## config.mk

```make
export PLATFORM = sky130hd
export DESIGN_NAME = imgproc_mode_scheduler
export DESIGN_NICKNAME = d
export VERILOG_FILES = /design/src/rtl/imgproc_mode_pkg.sv /design/src/rtl/mode_sw_debounce.sv /design/src/rtl/imgproc_mode_scheduler.sv
export SDC_FILE = /design/constraint.sdc
export NUM_CORES = 1
export LEC_CHECK = 0
export BUFFER_PORTS_ARGS = -buffer_cell sky130_fd_sc_hd__buf_2
export CORE_MARGIN = 2
export CORE_UTILIZATION = 25
export CTS_CLUSTER_DIAMETER = 50
export DETAILED_ROUTE_END_ITERATION = 16
export PLACE_DENSITY = 0.5
export SLEW_MARGIN = 5
export SYNTH_ARGS = -nofsm -noshare
export SYNTH_HDL_FRONTEND = slang
export SYNTH_SLANG_ARGS = --single-unit
```

## constraint.sdc

```tcl
create_clock -name clk -period 3.7 [get_ports clk]
set_clock_uncertainty 0.15 [all_clocks]
set_input_delay 0.925 -clock clk [delete_from_list [all_inputs] [get_ports clk]]
set_output_delay 0.925 -clock clk [all_outputs]
set_load 0.1 [all_outputs]
```

## src/rtl/imgproc_mode_pkg.sv

```systemverilog
// imgproc_mode_pkg
// Shared types and constants for the image-processing mode scheduler:
// FSM state encoding, request source encoding, Avalon register map,
// STATUS/CTRL bit positions and the STATUS word packing helper.
package imgproc_mode_pkg;

    localparam int unsigned MODE_W = 3;

    typedef enum logic [1:0] {
        IDLE   = 2'd0,
        WAIT   = 2'd1,
        COMMIT = 2'd2
    } state_e;

    typedef enum logic {
        SRC_SW   = 1'b0,
        SRC_HOST = 1'b1
    } src_e;

    localparam logic [1:0] REG_CTRL        = 2'd0;
    localparam logic [1:0] REG_MODE_REQ    = 2'd1;
    localparam logic [1:0] REG_STATUS      = 2'd2;
    localparam logic [1:0] REG_FRAME_COUNT = 2'd3;

    localparam int unsigned CTRL_HOST_LOCK  = 0;
    localparam int unsigned CTRL_IMMEDIATE  = 1;

    localparam int unsigned STATUS_MODE_LSB   = 0;
    localparam int unsigned STATUS_PEND_LSB   = 3;
    localparam int unsigned STATUS_PEND_VALID = 6;
    localparam int unsigned STATUS_TIMEOUT    = 7;
    localparam int unsigned STATUS_SRC        = 8;

    // Assemble the STATUS read word from its individual fields.
    function automatic logic [31:0] pack_status(
        input logic [MODE_W-1:0] mode_cur,
        input logic [MODE_W-1:0] mode_pend,
        input logic              pend_valid,
        input logic              timeout,
        input src_e              src
    );
        logic [31:0] s;
        s = 32'd0;
        s[STATUS_MODE_LSB +: MODE_W] = mode_cur;
        s[STATUS_PEND_LSB +: MODE_W] = mode_pend;
        s[STATUS_PEND_VALID]         = pend_valid;
        s[STATUS_TIMEOUT]            = timeout;
        s[STATUS_SRC]                = src;
        return s;
    endfunction

endpackage

```

## src/rtl/mode_sw_debounce.sv

```systemverilog
// mode_sw_debounce
// Debounces the (already synchronised) board switch mode and emits a
// one-cycle request when a new stable value differs from the last one
// accepted.
// Ports:
//   clk, reset      system clock, synchronous active-high reset
//   sw_mode [2:0]   switch mode select
//   req             one-cycle request strobe (registered)
//   req_mode [2:0]  mode carried with req (registered)
module mode_sw_debounce
    import imgproc_mode_pkg::*;
#(
    parameter int unsigned DEBOUNCE_CYCLES = 500000
) (
    input  logic              clk,
    input  logic              reset,
    input  logic [MODE_W-1:0] sw_mode,
    output logic              req,
    output logic [MODE_W-1:0] req_mode
);

    localparam int unsigned      CNT_W   = (DEBOUNCE_CYCLES > 1) ? $clog2(DEBOUNCE_CYCLES) : 1;
    localparam logic [CNT_W-1:0] CNT_MAX = CNT_W'(DEBOUNCE_CYCLES - 1);

    logic [MODE_W-1:0] prev_q, prev_d;
    logic [MODE_W-1:0] ref_q, ref_d;
    logic [CNT_W-1:0]  cnt_q, cnt_d;
    logic              req_q, req_d;
    logic [MODE_W-1:0] req_mode_q, req_mode_d;

    // Stability counter; it saturates, so the reference compare is what
    // keeps a long-stable value from re-requesting.
    always_comb begin
        prev_d     = sw_mode;
        ref_d      = ref_q;
        cnt_d      = cnt_q;
        req_d      = 1'b0;
        req_mode_d = req_mode_q;
        if (sw_mode != prev_q) begin
            cnt_d = '0;
        end else if (cnt_q != CNT_MAX) begin
            cnt_d = cnt_q + 1'b1;
        end else if (sw_mode != ref_q) begin
            req_d      = 1'b1;
            req_mode_d = sw_mode;
            ref_d      = sw_mode;
        end else begin
            cnt_d = cnt_q;
        end
    end

    // State registers; the reference tracks the live switches at reset so
    // that reset by itself never produces a request.
    always_ff @(posedge clk) begin
        if (reset) begin
            prev_q     <= sw_mode;
            ref_q      <= sw_mode;
            cnt_q      <= '0;
            req_q      <= 1'b0;
            req_mode_q <= '0;
        end else begin
            prev_q     <= prev_d;
            ref_q      <= ref_d;
            cnt_q      <= cnt_d;
            req_q      <= req_d;
            req_mode_q <= req_mode_d;
        end
    end

    assign req      = req_q;
    assign req_mode = req_mode_q;

endmodule

```

## src/rtl/imgproc_mode_scheduler.sv

```systemverilog
// imgproc_mode_scheduler
// Arbitrates host (Avalon-MM) and switch mode requests for the image core
// and commits the granted mode only on a frame boundary (fval falling),
// on an immediate request, or when the watchdog expires.
// Ports:
//   clk, reset                       clock, synchronous active-high reset
//   avs_address/write/writedata/read Avalon-MM slave, 4 registers
//   avs_readdata                     read data, valid 1 cycle after avs_read
//   sw_mode [2:0]                    switch mode select (synchronised)
//   fval                             camera frame valid (synchronised)
//   mode_out [2:0]                   committed mode to the core
//   mode_pending                     a request is waiting for commit
//   commit_pulse                     one-cycle strobe when mode_out updates
module imgproc_mode_scheduler
    import imgproc_mode_pkg::*;
#(
    parameter int unsigned       DEBOUNCE_CYCLES = 500000,
    parameter int unsigned       TIMEOUT_CYCLES  = 5000000,
    parameter logic [MODE_W-1:0] RESET_MODE      = 3'd0
) (
    input  logic              clk,
    input  logic              reset,
    input  logic [1:0]        avs_address,
    input  logic              avs_write,
    input  logic [31:0]       avs_writedata,
    input  logic              avs_read,
    output logic [31:0]       avs_readdata,
    input  logic [MODE_W-1:0] sw_mode,
    input  logic              fval,
    output logic [MODE_W-1:0] mode_out,
    output logic              mode_pending,
    output logic              commit_pulse
);

    localparam int unsigned   WD_W   = (TIMEOUT_CYCLES > 1) ? $clog2(TIMEOUT_CYCLES) : 1;
    localparam logic [WD_W-1:0] WD_MAX = WD_W'(TIMEOUT_CYCLES - 1);

    logic              dbnc_req_s;
    logic [MODE_W-1:0] dbnc_mode_s;
    logic              host_req_s, sw_req_s, frame_edge_s, load_s;
    logic              slot_valid_s;
    logic [MODE_W-1:0] slot_mode_s;
    src_e              slot_src_s;
    logic              wdata_unused_s;

    state_e            state_q, state_d;
    logic              slot_valid_q, slot_valid_d;
    logic [MODE_W-1:0] slot_mode_q, slot_mode_d;
    src_e              slot_src_q, slot_src_d;
    logic [WD_W-1:0]   wd_q, wd_d;
    logic              timeout_q, timeout_d;
    src_e              last_src_q, last_src_d;
    logic              host_lock_q, host_lock_d;
    logic              immediate_q, immediate_d;
    logic [MODE_W-1:0] mode_out_q, mode_out_d;
    logic              commit_pulse_q, commit_pulse_d;
    logic              mode_pending_q, mode_pending_d;
    logic              fval_q, fval_d;
    logic [15:0]       frame_cnt_q, frame_cnt_d;
    logic [31:0]       readdata_q, readdata_d;

    mode_sw_debounce #(
        .DEBOUNCE_CYCLES(DEBOUNCE_CYCLES)
    ) u_sw_debounce (
        .clk     (clk),
        .reset   (reset),
        .sw_mode (sw_mode),
        .req     (dbnc_req_s),
        .req_mode(dbnc_mode_s)
    );

    assign wdata_unused_s = ^{avs_writedata[31:8], avs_writedata[6:3]};

    // Request decode, slot arbitration, FSM and register writes.
    always_comb begin
        host_req_s   = avs_write && (avs_address == REG_MODE_REQ);
        sw_req_s     = dbnc_req_s && !host_lock_q;
        frame_edge_s = fval_q && !fval;

        state_d        = state_q;
        wd_d           = wd_q;
        timeout_d      = timeout_q;
        last_src_d     = last_src_q;
        host_lock_d    = host_lock_q;
        immediate_d    = immediate_q;
        mode_out_d     = mode_out_q;
        commit_pulse_d = 1'b0;
        fval_d         = fval;
        frame_cnt_d    = frame_edge_s ? frame_cnt_q + 16'd1 : frame_cnt_q;

        if (avs_write && (avs_address == REG_CTRL)) begin
            host_lock_d = avs_writedata[CTRL_HOST_LOCK];
            immediate_d = avs_writedata[CTRL_IMMEDIATE];
        end else begin
            host_lock_d = host_lock_q;
        end
        // Clear first so a watchdog expiry in the same cycle still sets it.
        if (avs_write && (avs_address == REG_STATUS) && avs_writedata[STATUS_TIMEOUT]) begin
            timeout_d = 1'b0;
        end else begin
            timeout_d = timeout_q;
        end

        // Commit empties the slot before arbitration, so a request arriving
        // in COMMIT is captured into a fresh slot.
        slot_valid_s = slot_valid_q;
        slot_mode_s  = slot_mode_q;
        slot_src_s   = slot_src_q;
        if (state_q == COMMIT) begin
            mode_out_d     = slot_mode_q;
            commit_pulse_d = 1'b1;
            last_src_d     = slot_src_q;
            slot_valid_s   = 1'b0;
            slot_mode_s    = '0;
            slot_src_s     = SRC_SW;
        end else begin
            mode_out_d = mode_out_q;
        end

        // Host always wins; the switch may only replace its own request.
        load_s = 1'b0;
        if (host_req_s) begin
            load_s       = 1'b1;
            slot_valid_s = 1'b1;
            slot_mode_s  = avs_writedata[MODE_W-1:0];
            slot_src_s   = SRC_HOST;
        end else if (sw_req_s && (!slot_valid_s || (slot_src_s == SRC_SW))) begin
            load_s       = 1'b1;
            slot_valid_s = 1'b1;
            slot_mode_s  = dbnc_mode_s;
            slot_src_s   = SRC_SW;
        end else begin
            load_s = 1'b0;
        end
        slot_valid_d = slot_valid_s;
        slot_mode_d  = slot_mode_s;
        slot_src_d   = slot_src_s;

        case (state_q)
            IDLE: begin
                if (load_s) begin
                    wd_d    = '0;
                    state_d = WAIT;
                end else begin
                    state_d = IDLE;
                end
            end
            WAIT: begin
                if (frame_edge_s || immediate_q) begin
                    state_d = COMMIT;
                end else if (wd_q == WD_MAX) begin
                    timeout_d = 1'b1;
                    state_d   = COMMIT;
                end else begin
                    wd_d = wd_q + 1'b1;
                end
            end
            COMMIT: begin
                if (load_s) begin
                    wd_d    = '0;
                    state_d = WAIT;
                end else begin
                    state_d = IDLE;
                end
            end
            default: begin
                state_d      = IDLE;
                slot_valid_d = 1'b0;
            end
        endcase

        mode_pending_d = (state_d != IDLE);
    end

    // Read mux, registered so data appears one cycle after avs_read.
    always_comb begin
        readdata_d = 32'd0;
        if (avs_read) begin
            case (avs_address)
                REG_CTRL:        readdata_d = {30'd0, immediate_q, host_lock_q};
                REG_MODE_REQ:    readdata_d = {29'd0, slot_mode_q};
                REG_STATUS:      readdata_d = pack_status(mode_out_q, slot_mode_q, slot_valid_q,
                                                          timeout_q, last_src_q);
                REG_FRAME_COUNT: readdata_d = {16'd0, frame_cnt_q};
                default:         readdata_d = 32'd0;
            endcase
        end else begin
            readdata_d = 32'd0;
        end
    end

    // State and output registers.
    always_ff @(posedge clk) begin
        if (reset) begin
            state_q        <= IDLE;
            slot_valid_q   <= 1'b0;
            slot_mode_q    <= '0;
            slot_src_q     <= SRC_SW;
            wd_q           <= '0;
            timeout_q      <= 1'b0;
            last_src_q     <= SRC_SW;
            host_lock_q    <= 1'b0;
            immediate_q    <= 1'b0;
            mode_out_q     <= RESET_MODE;
            commit_pulse_q <= 1'b0;
            mode_pending_q <= 1'b0;
            fval_q         <= 1'b0;
            frame_cnt_q    <= 16'd0;
            readdata_q     <= 32'd0;
        end else begin
            state_q        <= state_d;
            slot_valid_q   <= slot_valid_d;
            slot_mode_q    <= slot_mode_d;
            slot_src_q     <= slot_src_d;
            wd_q           <= wd_d;
            timeout_q      <= timeout_d;
            last_src_q     <= last_src_d;
            host_lock_q    <= host_lock_d;
            immediate_q    <= immediate_d;
            mode_out_q     <= mode_out_d;
            commit_pulse_q <= commit_pulse_d;
            mode_pending_q <= mode_pending_d;
            fval_q         <= fval_d;
            frame_cnt_q    <= frame_cnt_d;
            readdata_q     <= readdata_d;
        end
    end

    assign avs_readdata = readdata_q;
    assign mode_out     = mode_out_q;
    assign mode_pending = mode_pending_q;
    assign commit_pulse = commit_pulse_q;

endmodule

```

* Yosys cells after proc, flatten, opt, wreduce, memory -nomap -nowiden
Cells that the tools add are included.
** Cells by class
- Add/subtract/negate cells :: 3
- Eq/ne operators :: 14
- Multiplexer cells :: 30
- Bitwise gates (word level) :: 5
- Reductions and logical operators :: 27
** Operators with widths (number)
- one-hot mux 32 bit (4 select lines) :: 1
- 2-to-1 mux 23 bit :: 3
- one-hot mux 23 bit (2 select lines) :: 1
- adder 23 x 1 -> 23 bit, second input constant :: 1
- equality test 23 bit, second input constant :: 1
- 2-to-1 mux 3 bit :: 7
- adder 19 x 1 -> 19 bit, second input constant :: 1
- != test 19 bit, second input constant :: 1
- adder 16 x 1 -> 16 bit, second input constant :: 1
- 2-to-1 mux 1 bit :: 15
- != test 2 bit, second input constant :: 4
- OR reduction 2 bit :: 4
- logical AND 1 bit :: 7
- equality test 2 bit, second input constant :: 3
- != test 3 bit :: 2
- AND reduction 3 bit :: 2
- nonzero test 2 bit :: 3
- OR reduction 3 bit :: 2
- NOT 1 bit :: 5
- equality test 2 x 1 -> 1 bit, second input constant :: 2
- logical NOT 2 bit :: 2
- 2-to-1 mux 2 bit :: 2
- one-hot mux 2 bit (2 select lines) :: 1
- AND reduction 4 bit :: 1
- 4 further kinds :: 7
** Word-level totals
- Flip-flop bits (word level) :: 117
- Input bits :: 42
- Output and inout bits :: 37
- Word-level logic and storage cells :: 99

* Depth between registers and ports, before layout
- Word-level depth :: 10
- Mapped depth :: 7
- Depth with buffers taken out :: 6

* Hierarchy
From an unflattened synthesis, not the netlist that was laid out.
** Unflattened totals
- Cell total of the unflattened synthesis :: 510
- Area, all modules :: 4603.2 um^2
** Modules (own cells, without submodules)
- imgproc_mode_scheduler :: instances 1, cells an instance 381, area each 3358.2 um^2, seq. area each 1441.4 um^2
- mode_sw_debounce :: instances 1, cells an instance 129, area each 1244.9 um^2, seq. area each 610.6 um^2

* Worst setup path after synthesis
No wires, ideal clock.
- Kind :: input -> register
- From :: in fval
- To :: reg wd_q[7]
- Library setup time :: 0.126 ns
- Arrival time :: 2.036 ns
- Data required time :: 3.424 ns
- Setup slack :: 1.388 ns
- Cell stages on the path :: 6
- Buffers on the path :: 1
- Cells stage by stage :: nor2b_1 > buf_2 > or3_1 > nor3_1 > a31o_2 > a31oi_1
** On the way
- Word-level cells in the longest chain between the ends :: 5
** RTL lines
- from (decl) :: line imgproc_mode_scheduler.sv:29 : input logic fval,
- logical NOT 1 bit :: line imgproc_mode_scheduler.sv:78 : frame_edge_s = fval_q && !fval;
- logical AND 1 bit :: line imgproc_mode_scheduler.sv:78
- logical OR 1 bit :: line imgproc_mode_scheduler.sv:149 : if (frame_edge_s || immediate_q) begin
- != test 2 bit (no line)
- AND reduction 4 bit (no line)
- to (signal assigned) :: line imgproc_mode_scheduler.sv:215 : wd_q <= wd_d;
- to (decl) :: line imgproc_mode_scheduler.sv:50 : logic [WD_W-1:0] wd_q, wd_d;
No other way between the ends.
A chain may end at the register's enable or synchronous reset.

* Worst setup path after layout
- From :: in avs_address[0]
- To :: reg wd_q[10]
** On the way
- Word-level cells in the longest chain between the ends :: 5
** RTL lines
- from (decl) :: line imgproc_mode_scheduler.sv:23 : input logic [1:0] avs_address,
- equality test 2 x 1 -> 1 bit :: line imgproc_mode_scheduler.sv:76 : host_req_s = avs_write && (avs_address == REG_MODE_REQ);
- logical AND 1 bit :: line imgproc_mode_scheduler.sv:76
- 2-to-1 mux 1 bit :: line imgproc_mode_scheduler.sv:122 : if (host_req_s) begin
- != test 2 x 1 -> 1 bit (no line)
- AND reduction 4 bit (no line)
No other way between the ends.

==> results summary <==
The flow ran to the end, and the final reports show no timing, DRC or antenna violations. The commonest cells after synthesis are 98 x sky130_fd_sc_hd__dfxtp_1, 57 x sky130_fd_sc_hd__nor2_1, 37 x sky130_fd_sc_hd__nand2_1, 26 x sky130_fd_sc_hd__nand3_1, 20 x sky130_fd_sc_hd__nand4_1. After detailed routing, the average wire length per cell comes to approximately 14 um. For this run, the share of the core covered by cells in the final layout is 0.291. The worst pin sits at a relative slew slack of 0.431. The detail route stage leaves a number of antenna-violating nets equal to 0. The via count of the first global-routing pass is roughly 3,700.

The share of total power in the clock network is 0.441. For this design the top-level I/O count stands at between 70 and 80. The maximum clock frequency came out at 387 MHz. The clock sink count is 101.

Counting stages on the worst path, the most repeated cell is sky130_fd_sc_hd__o31ai_1. The number of antenna diodes is 0. The tree is rooted in a sky130_fd_sc_hd__clkbuf_16. Walking the worst path, the cells encountered are buf_2 -> nand3b_1 -> buf_4 -> nand2_1 -> o31ai_1 -> o311ai_0 -> o31ai_1.

For this run, the total global-route usage over all layers was measured as 0.115. For this design, the slowest cell found on the critical path is sky130_fd_sc_hd__o31ai_1. Of the total power, the share spent switching nets is 0.273. The CTS buffer count came out at 9.

In this run, synthesis produced a sequential element count of roughly 100. The number of antenna violations at the first check in global routing came out at 0. The number of setup buffers added after CTS is 0. The largest driver fanout on the critical path came out at 20. TritonCTS built the clock tree. The worst-case hold slack came out at 0.341 ns. The number of distinct library cells after synthesis is 68. The largest total area in the synthesized netlist belongs to sky130_fd_sc_hd__dfxtp_1. The signed area change from the synthesized netlist to the final layout came out at 14.7%.

The total negative setup slack is 0 ns. The routed design could run at a clock period as short as 2.59 ns. The critical path data required time is 3.81 ns. The half-perimeter wire length after placement came out at between 8000 and 9000 um. The remaining design rule violation count came out at 0.

The share of total power dissipated in sequential elements is 0.479. After filler insertion, the fill cell instance count of the layout stands at roughly 2,000. The final weighted congestion in routability-driven placement is 0.818.

The Yosys warning count came out at 0. After floorplanning, the core was divided into 50 placement rows. The wire length of the first global-routing pass came out at 18,400 um. The async set-or-reset flop fraction in the synthesized netlist came out at 0. The post-route non-filler standard cell count came out at 790. The maximum vdd ir drop is 0.184 mV.

The total number of vias is just under 4,000. The final count of hold timing violations came out at 0. After clock tree synthesis, the repair step resized 0 gates.

For the worst setup path, the data arrival time is 2.70 ns. The average via count per standard cell is 4.89. Global routing finished with a remaining overflow of 0. The slew of the pin with the lowest slew margin came out at 0.847 ns. The die is 141 um tall. For this design the static power due to leakage is 0.00194 uW. The final period utilization came out at 0.699.

No sink is reached through more buffers than the 2 on the longest clock path. Entering global routing, the biggest net connects 30 pins. The total of buffers placed on input and output ports is 34. The max-cap check violation count came out at 0. The detailed-routing iteration count for the pre-antenna-repair pass came out at 5. After clock tree synthesis, the clock-pin slew on the worst setup and hold paths is roughly 0.070 ns. The endpoint class of the critical path is a flop. The clock latency on the worst-skew pair is 0.35 ns.

The kind of critical path is input port to flop. The maximum cell stage delay along the critical path is between 0.7 and 0.8 ns. The average size of a mapped cell is ~9.1 sq um.

The number of enable flip-flop cells after synthesis is 3. The gate count of the mapped netlist is 520. Yosys instantiated no cell more often than sky130_fd_sc_hd__dfxtp_1. The total standard cell area after synthesis came out at roughly 4700 sq um.

The DRC violation total after the first TritonRoute iteration came out at 201. The number of failing setup endpoints in the final timing report is 0. The number of instances on the worst hold path is 2. STA classifies the critical path startpoint as an input port. The placed instance count came out at 774. The power density of the placed cells is approximately 430 nW/um^2. The class of the most critical hold timing path is flop to flop. The final number of max-transition violations is 0. The combinational group share of total power is 0.079.

The internal portion of the total power is 1690 uW. The area of the placeable core came out at 18,600 sq um. Setup repair after global routing left no endpoint under its margin. By area the synthesized netlist is led by sky130_fd_sc_hd__dfxtp_1 42%, sky130_fd_sc_hd__nor2_1 4.5%, sky130_fd_sc_hd__mux2i_1 4.0%, sky130_fd_sc_hd__xor2_1 3.2%, sky130_fd_sc_hd__nand2_1 2.9%. The H-tree generated during clock tree synthesis spans 3 levels. The floorplan die width came out at 141 um. Wires add up to approximately 11,000 um.

The count of nets after finishing came out at 596. The most used flip-flop cell after synthesis is sky130_fd_sc_hd__dfxtp_1. The net switching power of the design came out at 634 uW. The die covers 20,000 sq um. The proportion of netlist area held by the largest area contributor is 0.416. The number of buffers inserted for hold repair after clock tree synthesis is 0. For the worst flop-to-flop path, the logic depth is 5. The starting density of the core is 0.254. Of the synthesized area, sequential elements account for 0.435. The fraction of final layout cells with drive strength greater than 1 came out at 0.140.
## kinds of logic (layout without fill, tap and decap cells)
kind of cell,after synthesis,count (layout),synth area share
xor+xnor,31,31,0.0576
buf+inv,52,73,0.0579
fa+ha+maj,3,3,0.00796
flops,101,101,0.435
other cells,1,16,0.000795
compound gates,82,82,0.121
mux,22,22,0.0523
simple gates,228,228,0.267
## layout make-up
class	count	area (sq um)	area share
Inverter	14	52.6	0.00972
Sequential cell	101	2050	0.380
Timing Repair Buffer	43	238	0.0440
Clock buffer	9	225	0.0417
Clock inverter	7	100	0.0185
Tap cell	234	293	0.0542
Multi-Input combinational cell	382	2450	0.452
## power groups by stage
stage	sequential [uW]	clock (uW)	combinational, uW
floorplan	1150	0	152
global placement	1140	0	184
detailed placement	1140	0	185
CTS	1120	1050	186
global route	1120	1090	197
finish	1120	1030	185
## state kept, by name, indices dropped and copies added (netlist names)
signal / count
last_src_q: 1
u_sw_debounce.cnt_q: 19
u_sw_debounce.req: 1
commit_pulse: 1
u_sw_debounce.ref_q: 3
mode_out: 3
slot_valid_q: 1
slot_mode_q: 3
state_q: 2
immediate_q: 1
frame_cnt_q: 16
mode_pending: 1
avs_readdata: 16
timeout_q: 1
slot_src_q: 1
fval_q: 1
host_lock_q: 1
wd_q: 23
u_sw_debounce.req_mode: 3
u_sw_debounce.prev_q: 3
## metrics by stage
stage / cell area [sq um] / setup slack (ns) / power, uW
final: 5410 / 1.11 / 2330
after global placement: 5080 / 0.841 / 1320
after CTS: 5410 / 1.15 / 2350
after floorplan: 4770 / 1.39 / 1300
after detailed placement: 5080 / 0.794 / 1330
after global routing: 5410 / 0.998 / 2400
## layout by cell type, fill, tap and decap left out, types with 14 or more instances in the layout
cell type                  n
sky130_fd_sc_hd__dfxtp_1  98
sky130_fd_sc_hd__nand4_1  20
sky130_fd_sc_hd__nand2_1  37
sky130_fd_sc_hd__buf_2    34
sky130_fd_sc_hd__a21oi_1  17
sky130_fd_sc_hd__and3_1   16
sky130_fd_sc_hd__conb_1   16
sky130_fd_sc_hd__mux2i_1  19
sky130_fd_sc_hd__xnor2_1  14
sky130_fd_sc_hd__nor2_1   57
sky130_fd_sc_hd__xor2_1   17
sky130_fd_sc_hd__inv_1    14
sky130_fd_sc_hd__nand3_1  26
## layer usage
| layer | wire length, um | track usage | vias to the layer above |
|---|---|---|---|
| li1 | - | - | 1929 |
| met1 | 5430 | 0.150 | 1851 |
| met2 | 5360 | 0.188 | 71 |
| met3 | 351 | 0.0226 | 11 |
| met4 | 153 | 0.0437 | 0 |
| met5 | 0 | 0 | - |
## final timing paths
path	end	slack (ns)	start
worst max-delay path	wd_q[10]	1.11	avs_address[0]
worst min-delay path	slot_mode_q[2]	0.34	u_sw_debounce.req_mode[2]
worst max register to register	wd_q[10]	1.23	state_q[0]
worst min register to register	slot_mode_q[2]	0.34	u_sw_debounce.req_mode[2]
## worst max-delay path: cells and delay by family
family	cells	cell delay, ns
AO/OA/AOI/OAI	3	1.10
buffers and inverters	2	0.42
AND/OR/NAND/NOR	2	0.25
(Power assumes the default switching activity.)
